==> src/rtl/sequencer.sv <==
// rtl/sequencer.sv - control-unit FSM for the accumulator processor; optional SEQ_MEM_READY_EN adds mem_ready wait states
// Outputs are decoded combinationally from state, op and z_flag, and are forced low while reset is high.
module sequencer #(
    parameter int OP_W = 3
) (
    input  logic            clock,
    input  logic            reset,
`ifdef SEQ_MEM_READY_EN
    input  logic            mem_ready,
`endif
    input  logic [OP_W-1:0] op,
    input  logic            z_flag,
    output logic            ACC_bus,
    output logic            load_ACC,
    output logic            ALU_ACC,
    output logic            ALU_add,
    output logic            ALU_sub,
    output logic            ALU_xor,
    output logic            PC_bus,
    output logic            load_PC,
    output logic            INC_PC,
    output logic            Addr_bus,
    output logic            load_IR,
    output logic            load_MAR,
    output logic            MDR_bus,
    output logic            load_MDR,
    output logic            CS,
    output logic            R_NW,
    output logic            halted
);

    typedef enum logic [3:0] {
        FETCH0 = 4'd0,
        FETCH1 = 4'd1,
        FETCH2 = 4'd2,
        DECODE = 4'd3,
        MEMRD  = 4'd4,
        EXEC   = 4'd5,
        STORE0 = 4'd6,
        STORE1 = 4'd7,
        BNE0   = 4'd8,
        XOR0   = 4'd9,
        HALT   = 4'd10
    } state_t;

    localparam logic [2:0] OP_LOAD  = 3'b000;
    localparam logic [2:0] OP_STORE = 3'b001;
    localparam logic [2:0] OP_ADD   = 3'b010;
    localparam logic [2:0] OP_SUB   = 3'b011;
    localparam logic [2:0] OP_BNE   = 3'b100;
    localparam logic [2:0] OP_XOR   = 3'b101;
    localparam logic [2:0] OP_HALT  = 3'b110;
    localparam logic [2:0] OP_NOP   = 3'b111;

    state_t     state;
    state_t     next_state;
    logic [2:0] opc;
    logic       mem_go;

    assign opc = op[2:0];

`ifdef SEQ_MEM_READY_EN
    assign mem_go = mem_ready;
`else
    assign mem_go = 1'b1;
`endif

    always_ff @(posedge clock) begin
        if (reset) begin
            state <= FETCH0;
        end else begin
            state <= next_state;
        end
    end

    always_comb begin
        next_state = FETCH0;
        unique case (state)
            FETCH0: next_state = FETCH1;
            FETCH1: next_state = mem_go ? FETCH2 : FETCH1;
            FETCH2: next_state = DECODE;
            DECODE: begin
                unique case (opc)
                    OP_LOAD, OP_ADD, OP_SUB: next_state = MEMRD;
                    OP_STORE:                next_state = STORE0;
                    OP_BNE:                  next_state = BNE0;
                    OP_XOR:                  next_state = XOR0;
                    OP_HALT:                 next_state = HALT;
                    OP_NOP:                  next_state = FETCH0;
                    default:                 next_state = FETCH0;
                endcase
            end
            MEMRD:  next_state = mem_go ? EXEC : MEMRD;
            EXEC:   next_state = FETCH0;
            STORE0: next_state = STORE1;
            STORE1: next_state = mem_go ? FETCH0 : STORE1;
            BNE0:   next_state = FETCH0;
            XOR0:   next_state = FETCH0;
            HALT:   next_state = HALT;
            default: next_state = FETCH0;
        endcase
    end

    always_comb begin
        ACC_bus  = 1'b0;
        load_ACC = 1'b0;
        ALU_ACC  = 1'b0;
        ALU_add  = 1'b0;
        ALU_sub  = 1'b0;
        ALU_xor  = 1'b0;
        PC_bus   = 1'b0;
        load_PC  = 1'b0;
        INC_PC   = 1'b0;
        Addr_bus = 1'b0;
        load_IR  = 1'b0;
        load_MAR = 1'b0;
        MDR_bus  = 1'b0;
        load_MDR = 1'b0;
        CS       = 1'b0;
        R_NW     = 1'b0;
        halted   = 1'b0;
        if (!reset) begin
            unique case (state)
                FETCH0: begin
                    PC_bus   = 1'b1;
                    load_MAR = 1'b1;
                    load_PC  = 1'b1;
                    INC_PC   = 1'b1;
                end
                FETCH1: begin
                    CS   = 1'b1;
                    R_NW = 1'b1;
                end
                FETCH2: begin
                    MDR_bus = 1'b1;
                    load_IR = 1'b1;
                end
                DECODE: begin
                    Addr_bus = 1'b1;
                    load_MAR = 1'b1;
                end
                MEMRD: begin
                    CS   = 1'b1;
                    R_NW = 1'b1;
                end
                EXEC: begin
                    MDR_bus  = 1'b1;
                    load_ACC = 1'b1;
                    ALU_ACC  = (opc != OP_LOAD);
                    ALU_add  = (opc == OP_ADD);
                    ALU_sub  = (opc == OP_SUB);
                end
                STORE0: begin
                    ACC_bus  = 1'b1;
                    load_MDR = 1'b1;
                end
                STORE1: begin
                    CS = 1'b1;
                end
                BNE0: begin
                    // Branch taken when the accumulator is non-zero: PC loads the address field.
                    Addr_bus = !z_flag;
                    load_PC  = !z_flag;
                end
                XOR0: begin
                    load_ACC = 1'b1;
                    ALU_ACC  = 1'b1;
                    ALU_xor  = 1'b1;
                end
                HALT: begin
                    halted = 1'b1;
                end
                default: begin
                    halted = 1'b0;
                end
            endcase
        end
    end

endmodule

==> config.mk <==
export PLATFORM = sky130hd
export DESIGN_NAME = sequencer
export DESIGN_NICKNAME = d
export VERILOG_FILES = /design/src/rtl/sequencer.sv
export SDC_FILE = /design/constraint.sdc
export NUM_CORES = 1
export LEC_CHECK = 0
export ABC_AREA = 1
export BUFFER_PORTS_ARGS = -buffer_cell sky130_fd_sc_hd__buf_2
export CAP_MARGIN = 40
export CORE_AREA = 2 2 39 41
export DETAILED_ROUTE_END_ITERATION = 8
export DIE_AREA = 0 0 41 43
export GPL_ROUTABILITY_DRIVEN = 0
export GPL_TIMING_DRIVEN = 0
export SLEW_MARGIN = 20
export SYNTH_ARGS = -nofsm -noshare
export SYNTH_HDL_FRONTEND = slang
export SYNTH_SLANG_ARGS = --single-unit
==> constraint.sdc <==
create_clock -name clock -period 1.3 [get_ports clock]
set_input_delay 0.13 -clock clock [delete_from_list [all_inputs] [get_ports clock]]
set_output_delay 0.13 -clock clock [all_outputs]
set_load 0.01 [all_outputs]
### Word level (Yosys, flattened, before mapping)

Memory sizes are Yosys's and may differ from the RTL's.
Index checks and enable logic that the tools add are counted.

* add/sub/neg operators: 0
* multiply operators: 0
* div/mod/pow operators: 0
* order comparisons: 0
* equality and inequality tests: 12
* shifts and indexed selects: 0
* mux-type cells: 31
* bitwise operators: 0
* reduce and logical (&&, ||, !) cells: 8

Operator list (count)
* one-hot mux 4 bit (7 select lines): 1
* 2-to-1 mux 1 bit: 27
* equality test 4 x 3 -> 1 bit, second input constant: 4
* equality test 4 bit, second input constant: 3
* equality test 4 x 2 -> 1 bit, second input constant: 2
* OR reduction 2 bit: 4
* equality test 3 x 2 -> 1 bit, second input constant: 2
* one-hot mux 1 bit (2 select lines): 3
* equality test 4 x 1 -> 1 bit, second input constant: 1
* logical NOT 4 bit: 1
* nonzero test 3 bit: 1
* OR reduction 3 bit: 1
* logical NOT 1 bit: 1

* register bits: 4
* latch bits: 0
* bits in writable memories: 0
* ROM bits: 32
* output and inout port bits: 17
* word-level logic and storage cells: 53
* memories: 1

Memories
* (no name shown): words 8, bits a word 4, rd ports 1, clocked after memory_dff 0, wr ports 0, line 83 `unique case (opc)`

### Longest topological paths before layout

Gate-level depths: netlist of the first run.

* depth after elaboration: 4
* depth in mapped cells: 7

### Worst setup path after synthesis of the first run

Ideal clock, no wire load.

* kind: flip-flop to output port
* from: reg state[2]
* to: out load_MDR
* arrival time: 1.205 ns
* path slack: -0.035 ns
* stages on the path, launching flop included: 6
* cell sequence: dfxtp_1 -> inv_2 -> nor2_4 -> inv_2 -> nor4_1 -> buf_4

* longest elaborated chain between the ends: 3

RTL lines
* start: declaration: line 55 `state_t state;`
* start signal: assignment: line 72 `state <= next_state;`
* equality test 4 x 3 -> 1 bit
* 2-to-1 mux 1 bit (2 in series)
* end: declaration: line 26 `output logic load_MDR,`

No other way between the ends.

### Worst setup path after layout of the first run

* from: reg state[0]
* to: out ALU_ACC

* longest elaborated chain between the ends: 3

RTL lines
* equality test 4 bit or equality test 4 x 3 -> 1 bit (tied branches): line 123 `unique case (state)`
* one-hot mux 1 bit (2 select lines) *: line 123
* 2-to-1 mux 1 bit *: line 122 `if (!reset) begin`
* end: declaration: line 15 `output logic ALU_ACC,`

Mark *: on every way between the ends. The rest lies on a longest branch, timed or not.

==> results of run 1 <==
logic make-up after synthesis:
kind of cell	after synthesis	synth area share (%)
AOI/OAI and AO/OA	10	13.9
buffers and inverters	15	15.4
DFF	4	19.3
and+or+nand+nor	45	51.4
worst max-delay path, delay by kind of cell (launching register included):
kind	cells	cell delay [ns]
AO/OA/AOI/OAI	1	0.13
flip-flops	1	0.37
AND/OR/NAND/NOR	2	0.19
buffers and inverters	3	0.33
area by class of cell:
| type | count | area [um^2] |
|---|---|---|
| tap | 16 | 20.0 |
| fill | 153 | 627 |
| timing repair buffer | 30 | 206 |
| inverter | 12 | 50.0 |
| sequential | 4 | 92.6 |
| buffer | 2 | 11.3 |
| multi-input combinational | 55 | 354 |
| clock buffer | 3 | 22.5 |
power by group through the flow:
| stage | combinational [mW] | sequential, mW | clock, mW |
|---|---|---|---|
| floorplan | 0.0862 | 0.143 | 0 |
| global placement | 0.130 | 0.145 | 0 |
| detailed placement | 0.130 | 0.145 | 0 |
| CTS | 0.149 | 0.142 | 0.156 |
| global route | 0.212 | 0.145 | 0.166 |
| finish | 0.191 | 0.144 | 0.145 |
through the flow:
step | worst slack [ns] | hold WS (ns) | utilization, % | area [um^2] | TNS, ns
floorplan | 0.127 | 0.218 | - | 420 | 0
global placement | 0.0954 | 0.358 | 39.8 | 551 | 0
detailed placement | 0.0844 | 0.360 | 39.8 | 551 | 0
CTS | -0.0597 | 0.101 | 46.8 | 648 | -0.404
global route | -0.159 | 0.108 | 54.7 | 757 | -1.71
finish | -0.0709 | 0.106 | 54.7 | 757 | -0.470
placed cells by master, fill, tap and decap left out, types with 2 or more instances in the layout:
master    netlist  routed
buf_6           0       5
inv_2           4       3
buf_4           2       5
o21ai_2         2       2
nand2_2         1       3
nor2_4          2       6
a21oi_1         5       2
dfxtp_4         0       3
o21ai_1         0       2
clkbuf_4        0       3
a21oi_2         0       3
nand2_1        19      15
nand3_2         0       2
buf_2           0      20
nor2_1          8       5
inv_1           8       7
nor2_2          3       2
inv_4           0       2
nand3_1        10       8
nand2_4         0       2
per-layer routing:
metal,routed length (um),track usage (%),vias up
li1,-,-,297
met1,459,17.0,246
met2,673,25.0,17
met3,73,3.14,0
met4,0,2.00,0
met5,0,0,-
path summary, 6_finish.rpt:
kind / depth (start not counted) / from / to / slack [ns]
worst max-delay path: 6 / state[0] / ALU_ACC / -0.07
worst min-delay path: 2 / op[2] / state[2] / 0.11
worst max register to register: 5 / state[2] / state[3] / 0.23
worst min register to register: 3 / state[0] / state[2] / 0.57
synthesized netlist by cell type, drive strengths merged:
library cell | number | area, um^2
nand2 | 20 | 77.6
nor2 | 13 | 71.3
inv | 12 | 45.0
nand3 | 10 | 50.1
a21oi | 5 | 25.0
o21ai | 5 | 32.5
dfxtp | 4 | 80.1
buf | 2 | 15.0
clkbuf | 1 | 3.75
nand3b | 1 | 7.51
nor4 | 1 | 6.26
timing repair:
action,in CTS,in global routing
buffers inserted,4,4
endpoints found under the setup margin,16,17
pin swaps,4,5
gates resized for setup,19,17
==> metrics.csv, run 1 <==
metric;value;unit
max reg flops;4;
Tot GR Track Use;14.3;%
ant diodes;0;
die width;41;um
Syn Area/Cell;5.60;um^2
fin cells;122;
total power;0.480;mW
gr ovfl total;0;
WS Path Type;register to output pin;
Int Pwr;0.318;mW
Worst-path clk slew;0.04;ns
RSZ-0062 raised after global routing;true;
core area;0.00138;mm^2
Ys Warns;0;
port buffer count;22;
CP endpoint kind;output pin;
DP Wirelength;878;um
Flop pwr share;30.0;%
Peak VDD IR;0.361;mV
ratio of final minimum period to clock period;105;%
pwr dens;634;mW/mm^2
Top reg by flops;state;
Clock Skew;0.00283;ns
routed len/inst;9.88;um
number of vias per cell;4.59;
sw frac;33.8;%
CTS H-Tree Depth;1;
starting density of the core;29.9;%
failing checks;negative setup slack;
slowest stage delay, CP;0.37;ns
hold crit path type;primary input to register;
Nets;114;
Max FO, Critical Path;5;
layout overhead on the synthesized area;82.8;%
via count;560;
Switch Pwr;0.162;mW
CTS Buf Count;3;
CTS root buf;clkbuf_4;
cell count after placement;112;
DR iter-0 viols;4;
Synth Net Count;80;
setup ws final;-0.0709;ns
fraction of layout cells with a size suffix above 1;60.4;%
Cell Rows;14;
WP data required;1.17;ns
vias in the first global route;451;
die height;43;um
f_max;729;MHz
Clock Path Buffers;2;
DRC violations left;0;
Synth cell types;16;
cts hold-fix bufs;0;
Leak;0.404;nW
Routed Antenna Nets;0;
Cells after Synth;74;
startpoint types;register;
Mapped Area;414;um^2
initial antenna violation count;0;
Worst path slowest cell;dfxtp_4;
CP arrival;1.24;ns
Slew headroom;59.1;%
largest net degree at the start of global routing;11;
worst-path cell chain;inv_4 > nor2_4 > buf_12 > nand2_4 > a21oi_2 > buf_2;
Num Clock Sinks;4;
Final setup viols;10;
die area;0.00176;mm^2
post-layout min period;1.37;ns
clock network power share;30.2;%
sequential-to-total area share from yosys stat;19.3;%
DRT Wirelength;1.21;mm
Hold Violations, Final;0;
first-pass GRT wire length;1.77;mm
max-slew violations;0;
clk_lat worst skew;0.23;ns
I/O pin count;23;
number of synthesized register bits;4;
Pre-antenna DRT Iters;4;
status;complete, but fails checks;
Worst-Margin Slew;0.614;ns
maxcap violations;0;
biggest regs;state x4;
CTS tree;yes;
Gate power share;39.8;%
Note: power is estimated with default switching activity, not from simulation.
==> inputs of run 2 (changes only) <==
--- a/config.mk
+++ b/config.mk
@@ -8,9 +8,9 @@
 export ABC_AREA = 1
 export BUFFER_PORTS_ARGS = -buffer_cell sky130_fd_sc_hd__buf_2
 export CAP_MARGIN = 40
-export CORE_AREA = 2 2 39 41
+export CORE_AREA = 10 10 47 49
 export DETAILED_ROUTE_END_ITERATION = 8
-export DIE_AREA = 0 0 41 43
+export DIE_AREA = 0 0 57 59
 export GPL_ROUTABILITY_DRIVEN = 0
 export GPL_TIMING_DRIVEN = 0
 export SLEW_MARGIN = 20
==> run 2 against run 1 <==
Compared with the run above:
- the flow still finishes with violations (negative setup slack)
- hold slack got worse by 0.028 ns
- combinational power down 3%
- via count rose by 2.3%
- maximum frequency down 2.0%
- sequential power rose by 3%
- first-iteration DRC count grew 50%
==> metrics.csv, run 2 (same netlist as run 1, synthesis figures left out) <==
metric;value;unit
status;complete, but fails checks;
failing checks;negative setup slack;
Hold Violations, Final;0;
hold path cells;2;
CP endpoint kind;output pin;
clk_lat worst skew;0.25;ns
commonest non-fill, non-tap cell in the layout;buf_2;
Hold Path Sink;state[2];
routed len/inst;12.2;um
CTS tree;yes;
Tot GR Track Use;8.20;%
die height;59;um
number of vias per cell;4.70;
most frequent cells in the layout;buf_2, nand2_1, nand2_2, nand3_1, buf_4;
max reg flops;4;
via count;573;
port buffer count;22;
Routed Antenna Nets;0;
pwr dens;692;mW/mm^2
DRT Wirelength;1.49;mm
# fillers;153;
vias in the first global route;547;
Hold WS;0.0777;ns
CTS H-Tree Depth;1;
f_max;715;MHz
DR iter-0 viols;6;
wire length on met2;681;um
Worst-Margin Slew;0.497;ns
gr ovfl total;0;
startpoint types;register;
Clock Path Buffers;2;
largest net degree at the start of global routing;11;
total power;0.499;mW
hold crit path type;primary input to register;
R2R depth;7;
Top reg by flops;state;
die width;57;um
WP data required;1.17;ns
first-pass GRT wire length;2.21;mm
Post-DP Area;551;um^2
I/O pin count;23;
WL met1;564;um
Final setup viols;13;
setup ws final;-0.0995;ns
WL met3;202;um
reg2reg end;state[1];
Cell Rows;14;
Worst-path clk slew;0.04;ns
initial antenna violation count;0;
CTS Buf Count;3;
WS Path Type;register to output pin;
ratio of final minimum period to clock period;108;%
hold path start;op[2];
final setup TNS;-0.758;ns
DRC violations left;0;
Nets;114;
CP arrival;1.27;ns
Max FO, Critical Path;3;
biggest regs;state x4;
starting density of the core;29.6;%
r2r setup slk;0.27;ns
ant diodes;0;
highest metal used;met4;
CTS root buf;clkbuf_4;
Leak;0.375;nW
Num Clock Sinks;4;
DP Wirelength;1.06;mm
Peak VDD IR;0.289;mV
Crit Reg-Reg Startpoint;state[1];
maxcap violations;0;
die area;0.00336;mm^2
Clock Skew;0.00684;ns
RSZ-0062 raised after global routing;true;
layout overhead on the synthesized area;74.3;%
final instance area;722;um^2
cts hold-fix bufs;0;
max-slew violations;0;
Final Util;51.5;%
Slew headroom;66.9;%
core area;0.00140;mm^2
post-layout min period;1.40;ns
fraction of layout cells with a size suffix above 1;64.2;%
Pre-antenna DRT Iters;4;
[run 2: metrics by stage]
stage,setup WS (ns),cells
2_1_floorplan,0.127,74
3_3_place_gp,0.0646,112
3_5_place_dp,0.0911,112
4_1_cts,-0.0898,117
5_1_grt,-0.196,122
6_report,-0.0995,122
[run 2: repair_timing]
| item | CTS | global route |
|---|---|---|
| endpoints found under the setup margin | 17 | 17 |
| setup buffers | 2 | 5 |
| pin swaps | 3 | 3 |
| hold endpoints to repair | 0 | 0 |
| gates cloned | 0 | 0 |
| resized for setup | 14 | 18 |
[run 2: worst max-delay path by stage]
| stage | startpoint | endpoint | depth (start not counted) | slack [ns] |
|---|---|---|---|---|
| finish | state[2] | ALU_add | 7 | -0.1 |
| global route | state[2] | ALU_add | 7 | -0.20 |
| CTS | state[2] | ALU_sub | 7 | -0.09 |
| detailed placement | state[0] | CS | 7 | 0.09 |
| global placement | state[0] | CS | 7 | 0.06 |
| floorplan | state[1] | load_MDR | 3 | 0.13 |
[run 2: cell type report]
cell class                 count  area (um^2)  share of cell area (%)
inverter                      12         47.5                    6.59
sequential                     4         90.1                    12.5
clock buffer                   3         22.5                    3.12
buffer                         3         18.8                    2.60
multi-input combinational     55          338                    46.8
timing repair buffer          29          185                    25.6
tap                           16         20.0                    2.77
[run 2: per-layer routing]
metal | up-vias | global-route usage [%]
met2 | 31 | 11.3
met4 | 0 | 7.05
li1 | 297 | -
met5 | - | 0
met3 | 5 | 4.72
met1 | 240 | 8.77
[run 2: worst max-delay path: stages, from the launching register on]
cell	delay, ns
dfxtp_2	0.36
inv_2	0.06
nor2_4	0.11
inv_2	0.07
nor2_4	0.12
nand3_2	0.08
nor2_1	0.08
buf_2	0.13
[run 2: power by group]
group	internal, mW	total (mW)	switching (mW)
combinational	0.0816	0.186	0.105
clock	0.104	0.165	0.0607
sequential	0.131	0.149	0.0172
